[config.mk]
export PLATFORM = sky130hd
export DESIGN_NAME = sort4_stream
export DESIGN_NICKNAME = d
export VERILOG_FILES = /design/src/rtl/sort4_pkg.sv /design/src/rtl/sort4_stream_cmp.sv /design/src/rtl/sort4_stream.sv
export SDC_FILE = /design/constraint.sdc
export NUM_CORES = 1
export LEC_CHECK = 0
export ABC_AREA = 1
export CAP_MARGIN = 20
export CELL_PAD_IN_SITES_DETAIL_PLACEMENT = 1
export CELL_PAD_IN_SITES_GLOBAL_PLACEMENT = 2
export CORE_MARGIN = 2
export CORE_UTILIZATION = 33
export CTS_CLUSTER_DIAMETER = 100
export DETAILED_ROUTE_END_ITERATION = 16
export PLACE_DENSITY = 0.84
export SKIP_LAST_GASP = 1
export SYNTH_ARGS = -nofsm -noshare
export SYNTH_HDL_FRONTEND = slang
export SYNTH_HIERARCHICAL = 1
export SYNTH_SLANG_ARGS = --single-unit
export TNS_END_PERCENT = 30
[constraint.sdc]
create_clock -name clk -period 3.18 [get_ports clk]
set_input_delay 0.318 -clock clk [delete_from_list [all_inputs] [get_ports clk]]
set_output_delay 0.318 -clock clk [all_outputs]
set_load 0.01 [all_outputs]
[src/rtl/sort4_pkg.sv]
// Shared encodings and frame constants for the serial four-word sorter.
package sort4_pkg;

   typedef enum logic [1:0] {
      ST_LOAD = 2'd0,
      ST_SORT = 2'd1,
      ST_SEND = 2'd2
   } state_t;

   localparam logic MODE_ASC  = 1'b0;
   localparam logic MODE_DESC = 1'b1;

   localparam int FRAME_LEN  = 4;
   localparam int SORT_STEPS = 5;

endpackage

[src/rtl/sort4_stream_cmp.sv]
// Two-input unsigned compare-exchange cell: presents the smaller and larger word.
module sort4_stream_cmp #(
   parameter int WIDTH = 4
) (
   input  logic [WIDTH-1:0] i_a,
   input  logic [WIDTH-1:0] i_b,
   output logic [WIDTH-1:0] o_min,
   output logic [WIDTH-1:0] o_max
);

   logic w_aGtB;

   assign w_aGtB = (i_a > i_b);
   assign o_min  = w_aGtB ? i_b : i_a;
   assign o_max  = w_aGtB ? i_a : i_b;

endmodule

[src/rtl/sort4_stream.sv]
// Serial four-word sorter: load four beats, run a five-step compare-exchange
// network through one shared comparator, then stream the frame back out.
module sort4_stream
   import sort4_pkg::*;
#(
   parameter int WIDTH = 4
) (
   input  logic             clk,
   input  logic             rst_n,
   input  logic [WIDTH-1:0] in_data,
   input  logic             in_mode,
   input  logic             in_valid,
   output logic             in_ready,
   output logic [WIDTH-1:0] out_data,
   output logic             out_valid,
   input  logic             out_ready,
   output logic             out_last,
   output logic             busy
);

   localparam logic [2:0] LAST_BEAT = 3'(FRAME_LEN - 1);
   localparam logic [2:0] LAST_STEP = 3'(SORT_STEPS - 1);

   state_t           r_state;
   state_t           w_nextState;
   logic [WIDTH-1:0] r_word [FRAME_LEN];
   logic [2:0]       r_cnt;
   logic             r_mode;

   logic [1:0]       w_idxA;
   logic [1:0]       w_idxB;
   logic [1:0]       w_sendIdx;
   logic [WIDTH-1:0] w_min;
   logic [WIDTH-1:0] w_max;

   // Odd-even merge network for four words, one pair per SORT step.
   always_comb begin
      w_idxA = 2'd0;
      w_idxB = 2'd1;
      case (r_cnt)
         3'd0: begin w_idxA = 2'd0; w_idxB = 2'd1; end
         3'd1: begin w_idxA = 2'd2; w_idxB = 2'd3; end
         3'd2: begin w_idxA = 2'd0; w_idxB = 2'd2; end
         3'd3: begin w_idxA = 2'd1; w_idxB = 2'd3; end
         3'd4: begin w_idxA = 2'd1; w_idxB = 2'd2; end
         default: begin w_idxA = 2'd0; w_idxB = 2'd1; end
      endcase
   end

   sort4_stream_cmp #(
      .WIDTH (WIDTH)
   ) u_cmp (
      .i_a   (r_word[w_idxA]),
      .i_b   (r_word[w_idxB]),
      .o_min (w_min),
      .o_max (w_max)
   );

   always_ff @(posedge clk or negedge rst_n) begin
      if (!rst_n) begin
         r_state <= ST_LOAD;
      end else begin
         r_state <= w_nextState;
      end
   end

   assign w_sendIdx = (r_mode == MODE_DESC) ? (2'd3 - r_cnt[1:0]) : r_cnt[1:0];

   // Handshake outputs come from state alone so no ready/valid path loops back.
   always_comb begin
      w_nextState = r_state;
      in_ready    = 1'b0;
      out_valid   = 1'b0;
      out_last    = 1'b0;
      out_data    = '0;
      busy        = 1'b0;
      case (r_state)
         ST_LOAD: begin
            in_ready = 1'b1;
            if (in_valid && (r_cnt == LAST_BEAT)) begin
               w_nextState = ST_SORT;
            end
         end
         ST_SORT: begin
            busy = 1'b1;
            if (r_cnt == LAST_STEP) begin
               w_nextState = ST_SEND;
            end
         end
         ST_SEND: begin
            busy      = 1'b1;
            out_valid = 1'b1;
            out_data  = r_word[w_sendIdx];
            out_last  = (r_cnt == LAST_BEAT);
            if (out_ready && (r_cnt == LAST_BEAT)) begin
               w_nextState = ST_LOAD;
            end
         end
         default: begin
            w_nextState = ST_LOAD;
         end
      endcase
   end

   always_ff @(posedge clk or negedge rst_n) begin
      if (!rst_n) begin
         for (int k = 0; k < FRAME_LEN; k++) begin
            r_word[k] <= '0;
         end
         r_cnt  <= 3'd0;
         r_mode <= MODE_ASC;
      end else begin
         case (r_state)
            ST_LOAD: begin
               if (in_valid) begin
                  r_word[r_cnt[1:0]] <= in_data;
                  if (r_cnt == 3'd0) begin
                     r_mode <= in_mode;
                  end
                  r_cnt <= (r_cnt == LAST_BEAT) ? 3'd0 : r_cnt + 3'd1;
               end
            end
            ST_SORT: begin
               r_word[w_idxA] <= w_min;
               r_word[w_idxB] <= w_max;
               r_cnt          <= (r_cnt == LAST_STEP) ? 3'd0 : r_cnt + 3'd1;
            end
            ST_SEND: begin
               if (out_ready) begin
                  r_cnt <= (r_cnt == LAST_BEAT) ? 3'd0 : r_cnt + 3'd1;
               end
            end
            default: begin
               r_cnt <= 3'd0;
            end
         endcase
      end
   end

endmodule

Word level (Yosys, flattened, before mapping)

Index checks and enable logic that the tools add are counted.

Bitwise logic cells: 4
$lt $le $gt $ge: 8
Equal/unequal tests: 11
Muxes and demuxes: 39
$add $sub $neg: 2
Reductions and logical operators: 16

Operators with widths:

| operator              | count |
|---|---|
| $bwmux W16            | 3 |
| $mux W4               | 12 |
| $pmux W16 S2          | 1 |
| $bmux W4 S2           | 3 |
| $demux W4 S2          | 3 |
| $mux W16              | 1 |
| $ge A3 B3 Y1 const B  | 4 |
| $mux W3               | 4 |
| $not A2 Y3            | 4 |
| $ne A2 B2 Y1 const B  | 5 |
| $lt A3 B1 Y1 const B  | 3 |
| $pmux W3 S3           | 1 |
| $mux W2               | 4 |
| $pmux W2 S2           | 2 |
| $reduce_or A2 Y1      | 4 |
| $eq A3 B2 Y1 const B  | 2 |
| $pmux W2 S3           | 1 |
| $reduce_and A3 Y1     | 2 |
| $logic_and A1 B1 Y1   | 5 |
| $gt A4 B4 Y1          | 1 |
| $mux W1               | 4 |
| $reduce_and A2 Y1     | 2 |
| $add A3 B1 Y3 const B | 1 |
| $eq A3 B1 Y1 const B  | 1 |
| 7 further kinds       | 7 |

Output and inout bits: 8
Flip-flop bits (word level): 22

Depth between registers and ports, before layout

Gate-level depths: netlist of the first run.

Depth after elaboration: 12
Gate-level depth with buffers: 24
Depth with buffers taken out: 23

Modules after synthesis

The synthesis of the first run kept the hierarchy.

Modules (own cells, without submodules):

| module           | times used | cells an instance | area an instance (µm²) |
|---|---|---|---|
| sort4_stream     | 1          | 291               | 2,004.4 |
| sort4_stream_cmp | 1          | 43                | 224.0 |

Worst setup path after synthesis of the first run

No wires, ideal clock.

Path type: register to register
Start point: reg r_cnt[0]
End point: reg r_word[5] in the netlist's numbering
Stages on the path, launching flop included: 23
Path buffers: 1
Library setup time: 0.071 ns
Path slack: 0.501 ns
Required time: 3.109 ns
Arrival time: 2.607 ns
Path through: dfrtp_1 > inv_1 > ha_1 > inv_1 > nand2_1 > nand2_4 > nor2_4 > buf_6 > nand2_1 > o221ai_1 > inv_1 > ha_1 > a21oi_1 > nand2_2 > nand2_4 > nand2_1 > nand2_1 > inv_1 > nor2_1 > nor2_1 > nor2_1 > nor2_1 > nor2_1

Longest elaborated chain between the ends: 12
Elaborated cells on any way between the ends: 41
Classes of those cells: order compare (7); eq/ne (4); mux (21); bitwise (3); reduce/logical (6)

RTL lines:

| item                                       | line                                   | RTL |
|---|---|---|
| start: declaration                         | sort4_stream.sv:27                     | `logic [2:0] r_cnt;` |
| start signal: assignment                   | sort4_stream.sv:120                    | `r_cnt <= (r_cnt == LAST_BEAT) ? 3'd0 : r_cnt + 3'd1;` |
| start signal: assignment                   | sort4_stream.sv:126                    | `r_cnt <= (r_cnt == LAST_STEP) ? 3'd0 : r_cnt + 3'd1;` |
| start signal: assignment                   | sort4_stream.sv:130                    | `r_cnt <= (r_cnt == LAST_BEAT) ? 3'd0 : r_cnt + 3'd1;` |
| $eq A3 B2 Y1, or another cell as far along | sort4_stream.sv:40                     | `case (r_cnt)` |
| $reduce_or A2 Y1 (no line)                 | -                                      |  |
| $pmux W2 S2                                | sort4_stream.sv:40                     |  |
| $not A2 Y3 (on tied branches)              | sort4_stream.sv:53, sort4_stream.sv:54 |  |
| $bmux W4 S2 (on tied branches)             | sort4_stream.sv:53, sort4_stream.sv:54 |  |
| $mux W4 (on tied branches) (2 in series)   | sort4_stream.sv:53, sort4_stream.sv:54 |  |
| $gt A4 B4 Y1                               | sort4_stream_cmp.sv:13                 | `assign w_aGtB = (i_a > i_b);` |
| $mux W4 (*)                                | sort4_stream_cmp.sv:14                 | `assign o_min = w_aGtB ? i_b : i_a;` |
| named net w_min[1]                         | sort4_stream.sv:33                     | `logic [WIDTH-1:0] w_min;` |
| $bwmux W16 (*)                             | sort4_stream.sv:124                    | `r_word[w_idxA] <= w_min;` |
| $bwmux W16 (*)                             | sort4_stream.sv:125                    | `r_word[w_idxB] <= w_max;` |
| $pmux W16 S2 (*)                           | sort4_stream.sv:113                    | `case (r_state)` |
| end signal: indexed assignment             | sort4_stream.sv:116                    | `r_word[r_cnt[1:0]] <= in_data;` |
| end signal: indexed assignment             | sort4_stream.sv:124                    |  |
| end signal: indexed assignment             | sort4_stream.sv:125                    |  |
| end: declaration                           | sort4_stream.sv:26                     | `logic [WIDTH-1:0] r_word [FRAME_LEN];` |

Mark *: on every way through the listed nets, which the timed path passes. The rest lies on a longest branch. The select of a mux whose other input is x is not followed.
A chain may end at the register's enable or synchronous reset.

Worst setup path in the final report of the first run

Start point: reg r_cnt[0]
End point: reg r_word[15] in the netlist's numbering

The elaborated chain is that of the path after synthesis.

==> flow_metrics.tcl, run 1 <==
set metrics [dict create \
    period_needed_ns 2.97 \
    dieArea_um2 7430 \
    ant_nets 0 \
    timing.rr.end "r_word[15]" \
    clk_latency_ns 0.26 \
    crit_type "flip-flop to flip-flop" \
    syn-num-nets 358 \
    clock_skew_ns 0.00108 \
    cts.path.max_buffers 2 \
    coreArea_um2 6420 \
    r2r_cells 19 \
    synthesis.area_um2 2230 \
    timing.final.ws_setup_ns 0.213 \
    cts_tree "built" \
    drt_iter0_markers 139 \
    critPathCaptureType "flip-flop" \
    viasPerCell 5.19 \
    grt_max_degree 23 \
    pre_cts_ws_ns -0.0128 \
    setup_viol 0 \
    status "finished clean" \
    startpoint "r_cnt[0]" \
    ys_seq_area_share_pct 24.7 \
    numClockSinks 22 \
    routed_wl_um 7450 \
    cp.arrival_ns 3.16 \
    path_clk_slew_ns 0.09 \
    crit_path_start_kind "flip-flop" \
    yosys.area.top_type "dfrtp_1" \
    top_level_ports 17 \
    cp_max_fo 10 \
    met2_length_um 3520 \
    numCtsBuffers 3 \
    cap_violations 0 \
    max-slew-margin-rel_pct 66.3 \
    die_w_um 86.2 \
    grtUsageTotal_pct 21.0 \
    yosysWarnings 6 \
    drt-met1-wl_um 3490 \
    synth.area.top_cells "dfrtp_1 (25%), nand2_1 (17%), ha_1 (8.4%)" \
    met3_length_um 361 \
    rrSetupSlack_ns 0.21 \
    drive_gt1_share_pct 20.0 \
    ys_ff_latch 22 \
    tightest_slew_ns 0.501 \
    synthCells 334 \
    grt_first_pass_wirelength_um 12300 \
    rows 29 \
    r2r_start "r_cnt[0]" \
    start_util_pct 34.7 \
    die-height_um 86.2 \
    cts.htree.levels 1 \
    hold_viol 0 \
    hold_class "input pin to asynchronous set/reset pin" \
    dr.pass1.iters 4 \
    fmax_mhz 337 \
    place.port_buffers 16 \
    overflow 0 \
    yosysUniqueCellTypes 29 \
    top_layer "met4" \
    dp_hpwl_um 6030 \
    cts_hold_buf 0 \
    grt_pass1_vias 2375 \
    gp_congestion 0.868 \
    yosysTopAreaCellShare_pct 24.7 \
    cts_root_buffer "clkbuf_8" \
    antenna-diode-count 0 \
    critical_path_required_ns 3.38 \
    layout.nets 395 \
    slew_violations 0 \
    drc 0 \
    areaGrowthSynthToFinish_pct 26.4 \
    syn_avg_cell_area_um2 6.67 \
    fin_crit_sh_pct 93.3 \
    routedWlPerCell_um 16.7 \
    routed-via-count 2319 \
    antenna_found_initial 0 \
]
==> layout make-up <==
cell class / instances / area [um^2]
Fill cell: 821 / 3610
Multi-Input combinational cell: 255 / 1550
Sequential cell: 22 / 553
Timing Repair Buffer: 39 / 365
Inverter: 50 / 193
Tap cell: 77 / 96.3
Clock buffer: 4 / 55.1
==> Yosys cell counts (all sizes together) <==
library cell / n
nand3: 33
dfrtp: 22
nor3: 1
ha: 15
xnor2: 1
inv: 50
buf: 7
o21bai: 1
o221ai: 8
o21ai: 29
nand2: 113
a22oi: 4
a21oi: 14
o211ai: 8
nor2: 27
a31oi: 1
==> repair_timing <==
| action | CTS | global route |
|---|---|---|
| pin swaps | 0 | 5 |
| hold endpoints to repair | 0 | 0 |
| setup buffers | 0 | 4 |
| setup endpoints to repair | 2 | 16 |
| resized for setup | 2 | 26 |
==> flip-flops by register name, summed over array words and instances, names as in the netlist <==
signal,cells
r_state,2
r_cnt,3
r_mode,1
r_word,16
==> cells by family (layout without fill, tap and decap cells) <==
kind of cell	Yosys count	count (layout)	synth area share [%]
AO/OA/AOI/OAI	65	65	19.9
XOR/XNOR	1	1	0.393
adder cells (fa/ha/maj)	15	15	8.42
buffers and inverters	57	93	10.9
flip-flops	22	22	24.7
AND/OR/NAND/NOR	174	174	35.7
==> how the worst max path moves through the flow <==
stage	slack, ns	to	cells past startpoint
4_1_cts	0.04	r_word[15]	15
3_3_place_gp	0.08	r_word[13]	19
6_report	0.21	r_word[15]	19
5_1_grt	-0.02	r_word[5]	20
3_5_place_dp	-0.01	r_word[15]	19
2_1_floorplan	0.50	r_word[5]	22
==> cells in the final DEF, fill, tap and decap left out, types with 3 or more instances in the layout <==
master             n
o221ai_2           6
o21ai_0           17
clkdlybuf4s50_1   16
dfrtp_1           20
a21oi_1            9
inv_2              4
a22oi_1            3
nand2_1          100
nor2_1            24
ha_1               9
clkbuf_8           4
a21oi_4            3
nand3_1           31
o211ai_1           8
nand2_4            7
buf_4             21
o21ai_1           12
inv_1             44
nand2_2            5
ha_2               4
==> metrics by stage <==
step	instance area, um^2	utilization (%)	std cells	hold slack, ns	setup TNS [ns]
floorplan	2230	-	334	0.0224	0
global placement	2580	40.2	438	0.497	0
detailed placement	2580	40.2	438	0.513	-0.0128
CTS	2640	41.2	442	0.536	0
global route	2820	43.9	447	0.369	-0.0569
finish	2820	43.9	447	0.359	0
==> critical path, cell delays in order, from the launching register on <==
cell and delay (ns):
dfrtp_2 0.45, buf_4 0.15, ha_2 0.23, nand2_8 0.14
nor2_2 0.08, a22oi_2 0.21, o221ai_4 0.15, ha_1 0.34
nand2_1 0.10, inv_2 0.06, nand2_1 0.10, nand2_4 0.10
nand2_4 0.12, nand2_1 0.05, nand2_1 0.08, inv_1 0.07
o21ai_1 0.18, buf_4 0.15, nand2_1 0.05, o21ai_1 0.08
==> per-layer routing <==
metal,global-route usage [%],up-vias
met4,2.84,0
li1,-,1160
met2,35.4,63
met5,0,-
met3,2.29,12
met1,29.9,1084
Power of run 1 is left out: the tool's default activity adds up to more than one toggle a clock period on the data nets, which glitch-free logic cannot reach.
==> inputs of run 2 (changes only) <==
--- a/config.mk
+++ b/config.mk
@@ -9,11 +9,10 @@
 export CAP_MARGIN = 20
 export CELL_PAD_IN_SITES_DETAIL_PLACEMENT = 1
 export CELL_PAD_IN_SITES_GLOBAL_PLACEMENT = 2
-export CORE_MARGIN = 2
-export CORE_UTILIZATION = 33
+export CORE_UTILIZATION = 30
 export CTS_CLUSTER_DIAMETER = 100
 export DETAILED_ROUTE_END_ITERATION = 16
-export PLACE_DENSITY = 0.84
+export PLACE_DENSITY = 0.81
 export SKIP_LAST_GASP = 1
 export SYNTH_ARGS = -nofsm -noshare
 export SYNTH_HDL_FRONTEND = slang
==> constraint.sdc (replaced) <==
create_clock -name clk -period 2.72 [get_ports clk]
set_input_delay 0.272 -clock clk [delete_from_list [all_inputs] [get_ports clk]]
set_output_delay 0.272 -clock clk [all_outputs]
set_load 0.01 [all_outputs]
==> flow_metrics.tcl, run 2 (synthesis results as in run 1) <==
set metrics [dict create \
    dieArea_um2 7780 \
    reg.largest.list "r_word x16, r_cnt x3, r_state x2" \
    drc 0 \
    path_clk_slew_ns 0.09 \
    cp_max_fo 8 \
    path_delay_family "simple AND/OR/NAND/NOR gates" \
    cts_tree "built" \
    status "finished with violations" \
    worstPathCellList "inv_2 -> ha_4 -> inv_1 -> nand2_2 -> nand2_4 -> nor2_4 -> nand2_2 -> o221ai_4 -> inv_2 -> ha_4 -> nand2_4 -> inv_4 -> nand3_4 -> nand2_4 -> nand2_1 -> nand2_1 -> buf_4 -> nand3_2 -> nand2_1 -> nand2_1 -> nand2_2 -> nand2_1 -> nand2_1" \
    design_area_um2 3430 \
    dp.cells 488 \
    grtUsageTotal_pct 23.8 \
    numCtsBuffers 3 \
    routed_wl_um 9120 \
    place.port_buffers 16 \
    die-height_um 88.2 \
    grt_first_pass_wirelength_um 14000 \
    start_util_pct 30.9 \
    dr.pass1.iters 4 \
    routed-via-count 2564 \
    dpl_cell_area_um2 2810 \
    fin_crit_sh_pct 111 \
    max-slew-margin-rel_pct 67.1 \
    worst_path_max_delay_cell "dfrtp_1" \
    rsz0062_at_grt "yes" \
    top_level_ports 17 \
    critical_path_required_ns 2.93 \
    largest_reg_flops 16 \
    fillers 920 \
    crit_path_start_kind "flip-flop" \
    slew_violations 0 \
    violations "negative setup slack" \
    top_register "r_word" \
    gp_congestion 0.859 \
    rows 31 \
    ant_nets 0 \
    clk_latency_ns 0.27 \
    path_buf_inv 5 \
    r2r_start "r_cnt[0]" \
    period_needed_ns 3.01 \
    hold_viol 0 \
    cts_hold_buf 0 \
    antenna-diode-count 0 \
    cp.arrival_ns 3.22 \
    viasPerCell 5.02 \
    crit_top_cell "nand2_1" \
    hold_class "input pin to asynchronous set/reset pin" \
    drt_iter0_markers 151 \
    critical-path-max-stage-delay_ns 0.43 \
    hold_ws_ns 0.357 \
    cts.path.max_buffers 2 \
    antenna_found_initial 0 \
    layout.nets 438 \
    grt_pass1_vias 2681 \
    tightest_slew_ns 0.489 \
    drive_gt1_share_pct 40.0 \
    crit_type "flip-flop to flip-flop" \
    final_cell_mix "nand2_1 (78), buf_4 (60), inv_1 (33)" \
    coreArea_um2 7210 \
    cts_root_buffer "clkbuf_8" \
    critPathCaptureType "flip-flop" \
    overflow 0 \
    areaGrowthSynthToFinish_pct 53.8 \
    pre_cts_ws_ns -0.343 \
    final_common_cell "nand2_1" \
    clock_skew_ns 0.00186 \
    cap_violations 0 \
    fmax_mhz 332 \
    cts.htree.levels 1 \
    timing.final.ws_setup_ns -0.288 \
    setup_viol 16 \
    die_w_um 88.2 \
    fin_cells 511 \
    dp_hpwl_um 6350 \
    numClockSinks 22 \
    routedWlPerCell_um 17.8 \
    grt_max_degree 23 \
    startpoint "r_cnt[0]" \
]
run 2: final timing paths:
check	cells after the start	slack [ns]	end
max	23	-0.29	r_word[11]
min	2	0.36	r_state[1]
max reg2reg	23	-0.29	r_word[11]
min reg2reg	2	0.53	r_word[8]
max in group asynchronous	2	2.12	r_word[1]
min in group clk	2	0.53	r_word[8]
run 2: worst reg2reg max path, delay by kind of cell, from the launching register on:
| family | cells | cell delay, ns |
|---|---|---|
| AO/OA/AOI/OAI | 1 | 0.08 |
| adder cells (fa/ha/maj) | 2 | 0.47 |
| buffers and inverters | 5 | 0.50 |
| flip-flops | 1 | 0.43 |
| AND/OR/NAND/NOR | 15 | 1.49 |
run 2: per-stage QoR:
step	TNS, ns	utilization [%]
2_1_floorplan	0	-
3_3_place_gp	-3.37	38.9
3_5_place_dp	-4.55	38.9
4_1_cts	-0.909	45.7
5_1_grt	-5.05	47.5
6_report	-2.32	47.5
run 2: layer usage:
metal	wire [um]	GRT usage, %
met4	180	4.69
met1	4170	32.9
met5	0	0
met3	384	2.73
met2	4390	40.1
run 2: repair_timing:
action | CTS | global route
cloned | 1 | 0
hold endpoints to repair | 0 | 0
setup endpoints to repair | 16 | 16
pin swaps | 35 | 28
gates resized for setup | 75 | 28
buffers inserted | 12 | 8
run 2: area by class of cell:
| cell class | count | area (um^2) | share of cell area (%) |
|---|---|---|---|
| Sequential cell | 22 | 551 | 16.1 |
| Timing Repair Buffer | 81 | 671 | 19.6 |
| Clock buffer | 3 | 41.3 | 1.20 |
| Inverter | 50 | 195 | 5.69 |
| Multi-Input combinational cell | 256 | 1850 | 53.9 |
| Tap cell | 99 | 124 | 3.61 |
Power of run 2 is left out for the same reason.
